$ cat config.mk
export PLATFORM = sky130hd
export DESIGN_NAME = sample_tick_generator
export DESIGN_NICKNAME = d
export VERILOG_FILES = /design/src/rtl/sample_tick_generator.sv
export SDC_FILE = /design/constraint.sdc
export NUM_CORES = 1
export LEC_CHECK = 0
export ABC_AREA = 0
export CORE_UTILIZATION = 30
export CTS_CLUSTER_SIZE = 20
export DETAILED_ROUTE_END_ITERATION = 7
export SETUP_SLACK_MARGIN = 0.02
export SLEW_MARGIN = 20
export SYNTH_ARGS = -nofsm -noshare
export SYNTH_HDL_FRONTEND = slang
export SYNTH_SLANG_ARGS = --single-unit
$ cat constraint.sdc
create_clock -name clock_i -period 5.3 [get_ports clock_i]
set_input_delay 1.06 -clock clock_i [delete_from_list [all_inputs] [get_ports clock_i]]
set_output_delay 1.06 -clock clock_i [all_outputs]
set_load 0.005 [all_outputs]
$ cat src/rtl/sample_tick_generator.sv
// sample_tick_generator: fractional phase-accumulator divider emitting burst or continuous sampling ticks
module sample_tick_generator #(
  parameter int WORD_LENGTH        = 16,
  parameter int SYSTEM_FREQUENCY   = 100000000,
  parameter int SAMPLING_FREQUENCY = 1000000,
  parameter int ACC_WIDTH          = 32
) (
  input  logic                   clock_i,
  input  logic                   reset_ni,
  input  logic                   start_i,
  input  logic                   stop_i,
  input  logic [WORD_LENGTH-1:0] count_i,
  output logic                   tick_o,
  output logic                   busy_o,
  output logic                   done_o,
  output logic [WORD_LENGTH-1:0] tick_count_o
);
  localparam logic [ACC_WIDTH-1:0] step_inc = ACC_WIDTH'(SAMPLING_FREQUENCY);
  localparam logic [ACC_WIDTH-1:0] wrap_mod = ACC_WIDTH'(SYSTEM_FREQUENCY);
  if (!(SAMPLING_FREQUENCY > 0 && SAMPLING_FREQUENCY < SYSTEM_FREQUENCY)) begin : g_bad_ratio
    $error("SAMPLING_FREQUENCY must lie strictly between 0 and SYSTEM_FREQUENCY");
  end
  if (((64'(SYSTEM_FREQUENCY) + 64'(SAMPLING_FREQUENCY)) >> ACC_WIDTH) != 64'd0) begin : g_bad_acc
    $error("ACC_WIDTH too narrow for SYSTEM_FREQUENCY + SAMPLING_FREQUENCY");
  end
  typedef enum logic {IDLE, RUN} state_t;
  state_t                 state;
  logic [ACC_WIDTH-1:0]   acc, sum;
  logic [WORD_LENGTH-1:0] count_q, next_count;
  logic                   hit, last;
  always_comb begin
    sum        = acc + step_inc;
    hit        = sum >= wrap_mod;
    next_count = tick_count_o + WORD_LENGTH'(1);
    last       = hit && count_q != '0 && next_count == count_q;
  end
  // acc stays below SYSTEM_FREQUENCY, so sum never overflows and the residue carries the fraction
  always_ff @(posedge clock_i or negedge reset_ni) begin
    if (!reset_ni) begin
      state        <= IDLE;
      acc          <= '0;
      count_q      <= '0;
      tick_o       <= 1'b0;
      busy_o       <= 1'b0;
      done_o       <= 1'b0;
      tick_count_o <= '0;
    end else begin
      tick_o <= 1'b0;
      done_o <= 1'b0;
      if (state == IDLE) begin
        if (start_i && !stop_i) begin
          state        <= RUN;
          busy_o       <= 1'b1;
          count_q      <= count_i;
          acc          <= '0;
          tick_count_o <= '0;
        end
      end else if (stop_i) begin
        state  <= IDLE;
        busy_o <= 1'b0;
      end else begin
        acc <= hit ? sum - wrap_mod : sum;
        if (hit) begin
          tick_o       <= 1'b1;
          tick_count_o <= next_count;
        end
        if (last) begin
          done_o <= 1'b1;
          state  <= IDLE;
          busy_o <= 1'b0;
        end
      end
    end
  end
endmodule

==> reports/qor.csv <==
stage,metric,value,unit
outcome,status,finished clean,
pwr,power_density,492,nW/µm²
floorplanning,io_pins,39,
clocking,numCtsBuffers,9,
detailed_routing,firstDrtPassIters,4,
timing,period_share,80.7,%
synthesis,synthesis.area,4510,µm²
detailed_routing,drc,0,
pwr,power_frac_comb,45.0,%
placement,place_ws,1.10,ns
global_route,grt-ovfl-total,0,
timing,rsz0062_at_grt,false,
run,cap_violations,0,
synthesis,yosys_register_bits,62,
detailed_routing,routed_wl,12.0,mm
clocking,clock-root-buffer,clkbuf_16,
timing,setup_ws,1.03,ns
timing,min_period,4.27,ns
clocking,cts_hold_buf,0,
synthesis,synthTopCellsByArea,"dfrtp_1 34%, xnor2_1 7.0%, nand2_1 5.5%",
clocking,h-tree-depth,3,
timing,slew_violations,0,
placement,dpl.hpwl,8.45,mm
synthesis,synthArstFlopShare,100,%
detailed_routing,drtAntennaViolNets,0,
cells_and_area,fin_nets,567,
pwr,static-leakage-power,0.00210,µW
placement,port-buffer-count,38,
synthesis,syn-num-nets,546,
timing,clock.fmax,0.234,GHz
timing,fin_skew,0.00931,ns
critical_path,critPathMaxFanout,14,
floorplanning,die_h,125,µm
cells_and_area,postLayoutCellArea,5310,µm²
floorplanning,rows,44,
global_route,first_global_vias,3837,
detailed_routing,wl_per_cell,16.4,µm
synthesis,ys_top_cells_by_count,"66 x nand2_1, 62 x dfrtp_1, 36 x xnor2_1",
timing,finalSetupViolCount,0,
timing,worstMarginPinSlew,1.02,ns
timing,hold_viol_final,0,
detailed_routing,via_count,3959,
cells_and_area,area_growth_syn_to_layout,17.7,%
global_route,grt_usage,16.2,%
global_route,antenna_found_initial,0,
timing,relSlewSlack,32.2,%
cells_and_area,drive_gt1_share,9.87,%
detailed_routing,drtIter0Drc,278,
worst_hold_path,worstHoldPathType,flip-flop to flip-flop,
synthesis,synth_ff_type,dfrtp_1,
pwr,p_seq_share,30.3,%
synthesis,yosysTopAreaCellShare,34.4,%
critical_path,arrival,4.52,ns
global_route,grt_first_pass_wirelength,20.1,mm
clocking,post_cts_resized,0,
pwr,switching_share,42.7,%
clocking,cts.clk_slew.worst_paths,0.06,ns
floorplanning,start_util,30.9,%
global_route,grt_max_degree,63,
detailed_routing,viasPerCell,5.42,
critical_path,required,5.54,ns
synthesis,synth_edf_count,0,
synthesis,yosysUniqueCellTypes,72,
clocking,cts.sinks,62,
cells_and_area,diodes,0,
synthesis,synth_cells,521,
clocking,cts_tree,yes,
cells_and_area,utilization,36.4,%
clocking,clock_path_buffers,2,
placement,gp_congestion,0.866,
placement,place_area,4990,µm²
pwr,clock_power_share,24.7,%
floorplanning,fp.dieW,125,µm
critical_path,worstSetupEndpointType,flip-flop,
floorplanning,dieArea,15500,µm²
timing,tns,0,ns
synthesis,synth_top_area_cell,dfrtp_1,
synthesis,ys_seq_area_share,34.4,%
synthesis,yosysMostFrequentCell,nand2_1,
pwr,p_switching,1110,µW
pwr,max-vdd-ir-drop,0.225,mV
floorplanning,core,14600,µm²
critical_path,crit_type,flip-flop to flip-flop,
clocking,cts_setup_buffers,0,
critical_path,start_kind,flip-flop,
synthesis,avgSynthCellArea,8.66,µm²
synthesis,yosysWarnings,0,
pwr,power.internal,1500,µW
clocking,insertion_delay,0.34,ns
[metrics by stage]
step,hold slack [ns],cells,power [µW]
final,0.512,731,2610
after global routing,0.553,731,2800
after CTS,0.523,731,2620
after detailed placement,0.507,715,1960
after global placement,0.496,715,1940
after floorplan,0.470,521,1710
[layout make-up]
cell class                 count  area [µm²]
tap                          184         230
sequential                    62        1550
fill                        1462        9280
timing repair buffer          42         405
inverter                      14        52.6
clock buffer                   9         225
clock inverter                 7        98.8
multi-input combinational    413        2750
[state kept, by name, indices dropped and copies added, names as in the netlist]
register      flops
done_o            1
acc              26
busy_o            1
tick_count_o     16
state             1
tick_o            1
count_q          16
[layout by cell type, fill, tap and decap left out, types with 11 or more instances in the layout]
master / n
or3_1: 11
o21ai_0: 35
dfrtp_1: 62
nor2_1: 29
clkdlybuf4s50_1: 37
xor2_1: 14
nand3_1: 18
nand2_1: 66
inv_1: 13
mux2_2: 16
nor3_1: 13
xnor2_1: 36
a21oi_1: 25
[path summary, 6_finish.rpt]
| kind | startpoint | end | slack [ns] | cells past startpoint |
|---|---|---|---|---|
| max | acc[6] | tick_count_o[4] | 1.03 | 12 |
| min | acc[31] | acc[31] | 0.51 | 2 |
| max reg2reg | acc[6] | tick_count_o[4] | 1.03 | 12 |
| min reg2reg | acc[31] | acc[31] | 0.51 | 2 |
| max in group asynchronous | reset_ni | count_q[5] | 3.85 | 2 |
| min in group asynchronous | reset_ni | acc[8] | 0.88 | 2 |
[layer usage]
metal / vias up / wire length, µm / global-route usage, %
met5: - / 0 / 0
met4: 0 / 132 / 5.24
met3: 11 / 558 / 3.52
met2: 96 / 5500 / 24.9
met1: 1922 / 5780 / 22.5
li1: 1930 / - / -
[critical path, cell delays in order (launching register included)]
cell	delay, ns
dfrtp_1	0.45
ha_1	0.33
a21oi_1	0.54
o311a_1	0.46
and4_1	0.26
o311ai_1	0.10
or3b_1	0.38
o21bai_4	0.19
nand2_1	0.32
inv_1	0.16
nor2_1	0.67
o21ai_0	0.21
o31ai_1	0.11
[power groups by stage]
stage | clock network (µW) | logic [µW] | registers [µW]
floorplan | 0 | 1020 | 690
global placement | 0 | 1160 | 789
detailed placement | 0 | 1160 | 796
CTS | 662 | 1170 | 789
global route | 683 | 1300 | 816
finish | 646 | 1180 | 791
[kinds of logic (layout without fill, tap and decap cells)]
family	count (synthesis)	count (layout)	synth area share [%]
adders and majority gates	5	5	1.39
xor gates and xnor gates	50	50	9.71
DFF	62	62	34.4
AOI/OAI and AO/OA	130	130	20.1
muxes	26	26	6.21
and+or+nand+nor	202	202	23.4
buffers and inverters	46	72	4.85
No activity file was read; power rests on OpenSTA's default activity.
